**src/rtl/rtc_bcd_counter.sv**
```systemverilog
// BCD time-of-day counter: prescaled tick advance, runtime 12/24-hour conversion, validated loads.
// Optional seconds stage enabled by defining RTC_BCD_COUNTER_SECONDS_EN.
module rtc_bcd_counter #(
    parameter int PRESCALE = 1
) (
    input  logic       clk,
    input  logic       reset_n,
    input  logic       tick,
    input  logic       mode_24h,
    input  logic       load,
    input  logic [3:0] load_sec_ls,
    input  logic [3:0] load_sec_ms,
    input  logic [3:0] load_min_ls,
    input  logic [3:0] load_min_ms,
    input  logic [3:0] load_hr_ls,
    input  logic [3:0] load_hr_ms,
    input  logic       load_pm,
    output logic [3:0] sec_ls,
    output logic [3:0] sec_ms,
    output logic [3:0] min_ls,
    output logic [3:0] min_ms,
    output logic [3:0] hr_ls,
    output logic [3:0] hr_ms,
    output logic       pm,
    output logic       load_err,
    output logic       min_pulse,
    output logic       hour_pulse,
    output logic       day_pulse
);
    localparam int PW = (PRESCALE > 1) ? $clog2(PRESCALE) : 1;
    localparam logic [PW-1:0] PRESC_LAST = PW'(PRESCALE - 1);

    function automatic logic [7:0] bcd2bin(input logic [3:0] ms, input logic [3:0] ls);
        return ({4'd0, ms} * 8'd10) + {4'd0, ls};
    endfunction

    function automatic logic [7:0] bin2bcd(input logic [4:0] v);
        logic [4:0] tens;
        tens = v / 5'd10;
        return {4'(tens), 4'(v - tens * 5'd10)};
    endfunction

    function automatic logic [4:0] to_12h(input logic [4:0] h24);
        if (h24 == 5'd0)
            return 5'd12;
        else if (h24 > 5'd12)
            return h24 - 5'd12;
        else
            return h24;
    endfunction

    function automatic logic [4:0] to_24h(input logic [4:0] h12, input logic is_pm);
        if (h12 == 5'd12)
            return is_pm ? 5'd12 : 5'd0;
        else
            return is_pm ? h12 + 5'd12 : h12;
    endfunction

    logic [PW-1:0] presc;
    logic          pending;
    logic          mode_r;
    logic [3:0]    sec_ls_q, sec_ms_q;

    logic [4:0]    hr_now, nxt_hr, cv_hr;
    logic [3:0]    nxt_sec_ls, nxt_sec_ms, nxt_min_ls, nxt_min_ms;
    logic          nxt_pm, carry_min, carry_hr, day_roll;
    logic          presc_wrap;
    logic [PW-1:0] presc_nxt;
    logic [7:0]    ld_hr;
    logic          ld_ok, ld_pm;

    assign hr_now = 5'(bcd2bin(hr_ms, hr_ls));
    assign cv_hr  = mode_r ? to_12h(hr_now) : to_24h(hr_now, pm);

    assign presc_wrap = tick && (presc == PRESC_LAST);
    assign presc_nxt  = !tick ? presc : (presc_wrap ? '0 : presc + PW'(1));

`ifdef RTC_BCD_COUNTER_SECONDS_EN
    assign sec_ls = sec_ls_q;
    assign sec_ms = sec_ms_q;
`else
    logic unused_load_sec;
    assign sec_ls = 4'd0;
    assign sec_ms = 4'd0;
    assign unused_load_sec = ^{load_sec_ls, load_sec_ms};
`endif

    always_comb begin
        ld_hr = bcd2bin(load_hr_ms, load_hr_ls);
        ld_ok = (load_hr_ms <= 4'd9) && (load_hr_ls <= 4'd9) &&
                (load_min_ms <= 4'd5) && (load_min_ls <= 4'd9) &&
                (mode_r ? (ld_hr <= 8'd23) : (ld_hr >= 8'd1 && ld_hr <= 8'd12));
`ifdef RTC_BCD_COUNTER_SECONDS_EN
        ld_ok = ld_ok && (load_sec_ms <= 4'd5) && (load_sec_ls <= 4'd9);
`endif
        ld_pm = mode_r ? (ld_hr >= 8'd12) : load_pm;
    end

    // Next time of day for one advance; carries ripple seconds -> minutes -> hours
    always_comb begin
        nxt_sec_ls = sec_ls_q;
        nxt_sec_ms = sec_ms_q;
        nxt_min_ls = min_ls;
        nxt_min_ms = min_ms;
        nxt_hr     = hr_now;
        nxt_pm     = pm;
        carry_min  = 1'b1;
        carry_hr   = 1'b0;
        day_roll   = 1'b0;
`ifdef RTC_BCD_COUNTER_SECONDS_EN
        carry_min = 1'b0;
        if (sec_ls_q == 4'd9) begin
            nxt_sec_ls = 4'd0;
            if (sec_ms_q == 4'd5) begin
                nxt_sec_ms = 4'd0;
                carry_min  = 1'b1;
            end else begin
                nxt_sec_ms = sec_ms_q + 4'd1;
            end
        end else begin
            nxt_sec_ls = sec_ls_q + 4'd1;
        end
`endif
        if (carry_min) begin
            if (min_ls == 4'd9) begin
                nxt_min_ls = 4'd0;
                if (min_ms == 4'd5) begin
                    nxt_min_ms = 4'd0;
                    carry_hr   = 1'b1;
                end else begin
                    nxt_min_ms = min_ms + 4'd1;
                end
            end else begin
                nxt_min_ls = min_ls + 4'd1;
            end
        end
        if (carry_hr) begin
            if (mode_r) begin
                day_roll = (hr_now == 5'd23);
                nxt_hr   = day_roll ? 5'd0 : hr_now + 5'd1;
                nxt_pm   = (nxt_hr >= 5'd12);
            end else if (hr_now == 5'd11) begin
                nxt_hr   = 5'd12;
                nxt_pm   = ~pm;
                day_roll = pm;
            end else if (hr_now == 5'd12) begin
                nxt_hr = 5'd1;
            end else begin
                nxt_hr = hr_now + 5'd1;
            end
        end
    end

    always_ff @(posedge clk or negedge reset_n) begin
        if (!reset_n) begin
            sec_ls_q   <= 4'd0;
            sec_ms_q   <= 4'd0;
            min_ls     <= 4'd0;
            min_ms     <= 4'd0;
            hr_ls      <= 4'd0;
            hr_ms      <= 4'd0;
            pm         <= 1'b0;
            load_err   <= 1'b0;
            min_pulse  <= 1'b0;
            hour_pulse <= 1'b0;
            day_pulse  <= 1'b0;
            presc      <= '0;
            pending    <= 1'b0;
            mode_r     <= 1'b1;
        end else begin
            load_err   <= 1'b0;
            min_pulse  <= 1'b0;
            hour_pulse <= 1'b0;
            day_pulse  <= 1'b0;
            if (load) begin
                // A load always swallows a coincident tick
                if (ld_ok) begin
`ifdef RTC_BCD_COUNTER_SECONDS_EN
                    sec_ls_q <= load_sec_ls;
                    sec_ms_q <= load_sec_ms;
`endif
                    min_ls  <= load_min_ls;
                    min_ms  <= load_min_ms;
                    hr_ls   <= load_hr_ls;
                    hr_ms   <= load_hr_ms;
                    pm      <= ld_pm;
                    presc   <= '0;
                    pending <= 1'b0;
                end else begin
                    load_err <= 1'b1;
                end
            end else if (mode_24h != mode_r) begin
                mode_r         <= mode_24h;
                {hr_ms, hr_ls} <= bin2bcd(cv_hr);
                pm             <= (to_24h(cv_hr, pm) >= 5'd12) && !mode_r ? 1'b1 :
                                  (mode_r ? (hr_now >= 5'd12) : (cv_hr >= 5'd12));
                presc          <= presc_nxt;
                if (presc_wrap)
                    pending <= 1'b1;
            end else begin
                presc   <= presc_nxt;
                pending <= 1'b0;
                if (pending || presc_wrap) begin
`ifdef RTC_BCD_COUNTER_SECONDS_EN
                    sec_ls_q <= nxt_sec_ls;
                    sec_ms_q <= nxt_sec_ms;
`endif
                    min_ls         <= nxt_min_ls;
                    min_ms         <= nxt_min_ms;
                    {hr_ms, hr_ls} <= bin2bcd(nxt_hr);
                    pm             <= nxt_pm;
                    min_pulse      <= carry_min;
                    hour_pulse     <= carry_hr;
                    day_pulse      <= day_roll;
                end
            end
        end
    end

endmodule

```
**config.mk**
```make
export PLATFORM = sky130hd
export DESIGN_NAME = rtc_bcd_counter
export DESIGN_NICKNAME = d
export VERILOG_FILES = /design/src/rtl/rtc_bcd_counter.sv
export SDC_FILE = /design/constraint.sdc
export NUM_CORES = 1
export LEC_CHECK = 0
export CAP_MARGIN = 5
export CORE_MARGIN = 10
export CORE_UTILIZATION = 41
export DETAILED_ROUTE_END_ITERATION = 6
export HOLD_SLACK_MARGIN = 0.08
export PLACE_DENSITY_LB_ADDON = 0.1
export REMOVE_ABC_BUFFERS = 1
export SLEW_MARGIN = 25
export SYNTH_ARGS = -nofsm -noshare
export SYNTH_HDL_FRONTEND = slang
export SYNTH_SLANG_ARGS = --single-unit
```
**constraint.sdc**
```tcl
create_clock -name clk -period 13.65 [get_ports clk]
set_input_delay 2.73 -clock clk [delete_from_list [all_inputs] [get_ports clk]]
set_output_delay 2.73 -clock clk [all_outputs]
set_load 0.01 [all_outputs]
```
After elaboration in Yosys (flattened, before gate mapping)
Index checks and enable logic that the tools add are counted.
{"block": "totals", "input_bits": 30, "wordCells": 146, "ff_bits": 24, "out_inout_bits": 29}
{"block": "classes", "magnitude_cmp": 13, "mul": 4, "n_bitwise": 3, "n_reduce_logical": 23, "n_div": 2, "muxes": 68, "eq_ne": 10, "addsub": 11}
{"operator": "two-way mux 4 bit", "count": 20}
{"operator": "two-way mux 5 bit", "count": 14}
{"operator": "two-way mux 1 bit", "count": 34}
{"operator": ">= comparator 5 x 4 -> 1 bit (second input constant)", "count": 4}
{"operator": "equality test 5 x 4 -> 1 bit (second input constant)", "count": 3}
{"operator": "less-or-equal comparator 4 bit (second input constant)", "count": 3}
{"operator": "adder 5 x 4 -> 5 bit (second input constant)", "count": 2}
{"operator": "divider 5 x 4 -> 5 bit (second input constant)", "count": 2}
{"operator": "multiplier 5 x 3 -> 3 bit (second input constant)", "count": 2}
{"operator": "adder 4 x 1 -> 4 bit (second input constant)", "count": 2}
{"operator": "adder 8 x 4 -> 8 bit", "count": 1}
{"operator": ">= comparator 8 x 1 -> 1 bit (second input constant)", "count": 1}
{"operator": ">= comparator 8 x 4 -> 1 bit (second input constant)", "count": 1}
{"operator": "less-or-equal comparator 8 x 4 -> 1 bit (second input constant)", "count": 1}
{"operator": "less-or-equal comparator 8 x 5 -> 1 bit (second input constant)", "count": 1}
{"operator": "AND reduction 2 bit", "count": 4}
{"operator": "AND reduction 4 bit", "count": 2}
{"operator": "subtractor 4 bit", "count": 2}
{"operator": "logical AND 1 bit", "count": 7}
{"operator": "multiplier 4 x 3 -> 7 bit (second input constant)", "count": 1}
{"operator": "nonzero test 2 bit", "count": 3}
{"operator": "nonzero test 3 bit", "count": 2}
{"operator": "adder 5 x 1 -> 5 bit (second input constant)", "count": 1}
{"operator": "adder 5 x 4 -> 5 bit", "count": 1}
{"operator": "other kinds (18)", "count": 20}

Longest topological paths before layout
{"block": "depth", "depth_word": 16, "depth_mapped": 22, "mapped_depth_nobuf": 21}

Worst setup path before layout
No wires, ideal clock.
{"block": "synth_timing", "path_type": "input -> register", "start": "input load_hr_ms[1]", "end": "register pm", "arrival_ns": 5.297, "cell_stages": 11, "setup_slack_ns": 8.225, "setup_ns": 0.128, "n_path_buf": 0, "t_required_ns": 13.522, "cell_sequence": "ha_1 > ha_1 > fa_1 > or3b_2 > mux2i_1 > a31oi_1 > a2111oi_2 > o21ai_2 > nand2b_1 > nor4_1 > a21oi_1"}
{"block": "synth_between", "elab_chain_len": 8, "elab_cells_between_ends": 18, "cone_classes": "add/sub: 1; mul: 1; order compare: 5; eq/ne: 1; mux: 4; reduce/logical: 6"}
{"item": "start: declaration", "line": "16", "text": "input logic [3:0] load_hr_ms,"}
{"item": "multiplier 4 x 3 -> 7 bit", "line": "34", "text": "return ({4'd0, ms} * 8'd10) + {4'd0, ls};"}
{"item": "adder 8 x 4 -> 8 bit", "line": "34"}
{"item": ">= comparator 8 x 1 -> 1 bit / less-or-equal comparator 8 x 4 -> 1 bit (equally long branches)", "line": "92", "text": "(mode_r ? (ld_hr <= 8'd23) : (ld_hr >= 8'd1 && ld_hr <= 8'd12));"}
{"item": "logical AND 1 bit", "line": "92"}
{"item": "two-way mux 1 bit", "line": "92"}
{"item": "logical AND 1 bit", "line": "91", "text": "(load_min_ms <= 4'd5) && (load_min_ls <= 4'd9) &&"}
{"item": "!= test 2 x 1 -> 1 bit (no source line)"}
{"item": "AND reduction 4 bit (no source line)"}
{"item": "end signal: assignment", "line": "186", "text": "pm <= ld_pm;"}
{"item": "end signal: assignment", "line": "195", "text": "pm <= (to_24h(cv_hr, pm) >= 5'd12) && !mode_r ? 1'b1 :"}
{"item": "end signal: assignment", "line": "211", "text": "pm <= nxt_pm;"}
{"item": "end: declaration", "line": "24", "text": "output logic pm,"}
Several ways; a longest one is shown, not always the timed one. The select of a mux whose other input is x is not followed.
A chain may end at the register's enable or synchronous reset.

Final worst setup path
{"block": "layout_timing", "start": "input load_hr_ms[3]", "end": "register pm"}
The elaborated chain is that of the path after synthesis.

==> results.md <==
* Outcome: finished, final reports clean
* Xor and xnor area share after synthesis at 5.06%
* Vias in the first global route at 2433
* Standard cell core area at 6830 um2
* Worst hold path type: register to register
* Clock latency on the worst-skew pair at 280 ps
* CTS tree: yes
* Biggest area consumer among synthesized cells: sky130_fd_sc_hd__dfrtp_1
* Aggregate negative setup slack at 0 ps
* Multi-input combinational cell area at 2090 um2
* Cell repeated most along the worst path: sky130_fd_sc_hd__ha_1
* Final net count at 436
* First-pass GRT wire length at 12600 um
* Cells after synthesis at 338
* RSZ-0062 raised after global routing: false
* Crit-path cells: clkdlybuf4s50_1 > ha_1 > ha_1 > fa_1 > or3b_2 > mux2i_1 > a31oi_1 > a2111oi_2 > o21ai_2 > nand2b_1 > nor4_1 > a21oi_1
* H-Tree Level Count at 1
* Number of antenna violations at the first check in global routing at 0
* Chip Height at 104 um
* Total of flip-flops plus latches after synthesis at 24
* Count of maximum capacitance violations at 0
* Total Routed Length at 7780 um
* Setup Slack @ Placement at 7190 ps
* Number of hold violations in the final report at 0
* Final-report setup violation count at 0
* Total via count after detailed routing at 2590
* Final critical-path share of the clock period at 45.7%
* Final Slew Violations at 0
* Syn Std Cell Area at 2890 um2
* Filler instances at 674
* Synth warnings at 0
* Horizontal die dimension at 104 um
* Floorplan die area at 10800 um2
* Commonest non-fill, non-tap cell in the layout: sky130_fd_sc_hd__clkdlybuf4s50_1
* Relative area change from synthesis to final layout at 17.6%
* Worst Path Required at 13810 ps
* Achievable Freq at 160 MHz
* CTS hold repair buffers at 0
* Most frequent cells in the layout: sky130_fd_sc_hd__clkdlybuf4s50_1 (42), sky130_fd_sc_hd__nand2_1 (40), sky130_fd_sc_hd__ha_1 (28)
* Global routing usage summed across all routing layers at 13.6%
* DR WL/cell at 16.6 um
* Fraction of synthesis flops using an asynchronous set or reset pin at 100%
* Tightest Pin Transition at 837 ps
* Routed vias/inst at 5.53
* Number of enable-type register cells in the synthesized netlist at 0
* Starting DRC count in detailed routing at 184
* Highest cell delay on the worst timing path at 610 ps
* Fraction of the mapped netlist area in adder cells at 15.6%
* Area fraction in and, or, nand and nor cells after synthesis at 17.8%
* Fraction of layout cells with a size suffix above 1 at 11.0%
* GRT overflow at 0
* Share of the synthesized area in compound gates (AO/OA/AOI/OAI) at 28.1%
* Dominant synthesized flop cell: sky130_fd_sc_hd__dfrtp_1
* Worst-path maximum fanout at 13
* Clock-pin slew on the worst setup and hold paths at 90 ps
* Remaining routing DRC violations at 0
* Iteration count of the initial detailed-routing pass at 4
* Global placer's final weighted congestion at 0.829
* Number of gates given a new drive strength after cts at 0
* CP bufs+invs at 1
* Fin Clk Skew at 6.35 ps
* Cell family with most CP delay: simple AND/OR/NAND/NOR gates
* Num ports at 59
* Data arrival at the endpoint of the critical path at 6390 ps
* WS Path Type: input pin to register
* Share of synthesized area occupied by flip-flops and latches at 20.8%
* Row count at 30
* Netlist cell types at 76
* Library cell used as clock root buffer: sky130_fd_sc_hd__clkbuf_8
* Post-CTS setup-driven buffer insertion count at 0
* Standard cell with the maximum stage delay on the critical path: sky130_fd_sc_hd__clkdlybuf4s50_1
* Diode insertion count for antenna repair at 0
* Count of port buffers added during placement at 42
* Share of Yosys cell area claimed by the top area cell type at 19.9%
* CTS buffer count at 3
* Starting Density at 42.3%
* Type of origin of the critical path: input pin
* Syn avg cell area at 8.56 um2
* Top cells by area in the synthesized netlist: sky130_fd_sc_hd__dfrtp_1 (20%), sky130_fd_sc_hd__ha_1 (12%), sky130_fd_sc_hd__nand2_1 (5.2%), sky130_fd_sc_hd__o21ai_0 (4.3%), sky130_fd_sc_hd__a21oi_1 (4.2%)
* Area taken by flip-flops and latches at 602 um2
* Multiplexer share of the synthesized area at 4.84%
* Maximum buffer depth of the clock tree at 2
* Max transition margin at 44.0%
* Sort of element at the end of the critical path: register
* Routed Antenna Nets at 0
* Pin count of the biggest net entering global routing at 31
* Combinational family with the most area after synthesis: compound AO/OA/AOI/OAI gates
* Total clock sinks at 24
* Setup slack after layout at 7420 ps
* Min cycle time layout at 6230 ps
* Total half-perimeter wirelength after legalization and detailed placement at 6140 um
[state kept, by name, indices dropped and copies added (netlist names)]
register and flops:
hr_ls 4, hr_ms 4, min_ls 4, min_ms 4, day_pulse 1, hour_pulse 1, load_err 1, min_pulse 1
mode_r 1, pending 1, pm 1, presc 1
[area by class of cell]
class / instances / area share [%]
clock buffers: 3 / 1.21
clock inverters: 1 / 0.883
inverters: 21 / 2.32
multi-input cells: 279 / 61.6
flip-flops and latches: 24 / 17.7
well taps: 96 / 3.53
repair buffers: 44 / 12.8
[synthesized netlist by cell type (5+ instances only)]
| cell | instances |
|---|---|
| sky130_fd_sc_hd__inv_1 | 20 |
| sky130_fd_sc_hd__a21oi_1 | 24 |
| sky130_fd_sc_hd__fa_1 | 5 |
| sky130_fd_sc_hd__clkbuf_1 | 5 |
| sky130_fd_sc_hd__nor3_1 | 5 |
| sky130_fd_sc_hd__and2_1 | 5 |
| sky130_fd_sc_hd__mux2i_1 | 8 |
| sky130_fd_sc_hd__nor2_1 | 19 |
| sky130_fd_sc_hd__nand2_1 | 40 |
| sky130_fd_sc_hd__nand3_1 | 6 |
| sky130_fd_sc_hd__dfrtp_1 | 23 |
| sky130_fd_sc_hd__o21ai_0 | 25 |
| sky130_fd_sc_hd__buf_4 | 8 |
| sky130_fd_sc_hd__a31oi_1 | 5 |
| sky130_fd_sc_hd__ha_1 | 28 |
[worst register-to-register path: stages, from the launching register on]
cell and delay (ps):
sky130_fd_sc_hd__dfrtp_1 470, sky130_fd_sc_hd__ha_1 270, sky130_fd_sc_hd__fa_1 470, sky130_fd_sc_hd__xor2_4 330, sky130_fd_sc_hd__ha_1 350, sky130_fd_sc_hd__and2_1 300
sky130_fd_sc_hd__nand4_1 150, sky130_fd_sc_hd__o21ai_0 380, sky130_fd_sc_hd__o21ai_0 140, sky130_fd_sc_hd__a32o_1 320, sky130_fd_sc_hd__ha_1 220, sky130_fd_sc_hd__o21ai_0 330
sky130_fd_sc_hd__ha_1 180, sky130_fd_sc_hd__o21ai_0 90, sky130_fd_sc_hd__nor2_2 140, sky130_fd_sc_hd__o2bb2ai_2 110, sky130_fd_sc_hd__ha_1 200, sky130_fd_sc_hd__fa_1 370
sky130_fd_sc_hd__xnor2_1 210, sky130_fd_sc_hd__xnor2_1 110, sky130_fd_sc_hd__a221oi_2 240, sky130_fd_sc_hd__a21oi_1 90
[path summary, 6_finish.rpt]
path | startpoint | end | slack, ps | cells after the start
setup / recovery | load_hr_ms[3] | pm | 7420 | 12
hold / removal | presc | presc | 520 | 2
setup reg to reg | hr_ms[0] | hr_ls[3] | 8080 | 21
hold reg to reg | presc | presc | 520 | 2
max in group asynchronous | reset_n | mode_r | 10550 | 2
min in group asynchronous | reset_n | min_ms[1] | 2810 | 2
[cells by family (layout without fill, tap and decap cells)]
logic type / after synthesis / in the layout
compound gates: 111 / 111
simple gates: 103 / 103
buf+inv: 42 / 69
fa+ha+maj: 33 / 33
flops: 24 / 24
mux: 13 / 13
xor+xnor: 11 / 11
other cells: 1 / 8
[layer usage]
| metal | vias to the layer above | GRT usage [%] | part of all wire [%] |
|---|---|---|---|
| met2 | 51 | 20.3 | 44 |
| met1 | 1237 | 19.7 | 51 |
| met5 | - | 0 | 0 |
| met3 | 4 | 2.97 | 4.1 |
| met4 | 0 | 1.89 | 0.31 |
| li1 | 1298 | - | - |
[metrics by stage]
| stage | area (um2) | cells | hold slack (ps) | util [%] |
|---|---|---|---|---|
| 6_report | 3400 | 468 | 519 | 49.8 |
| 3_5_place_dp | 3330 | 464 | 508 | 48.8 |
| 2_1_floorplan | 2780 | 324 | 482 | - |
| 4_1_cts | 3400 | 468 | 522 | 49.8 |
| 3_3_place_gp | 3330 | 464 | 497 | 48.8 |
| 5_1_grt | 3400 | 468 | 544 | 49.8 |
Power is not shown: default switching activity piles up to over one toggle a cycle in this logic, so the estimate is an artifact.
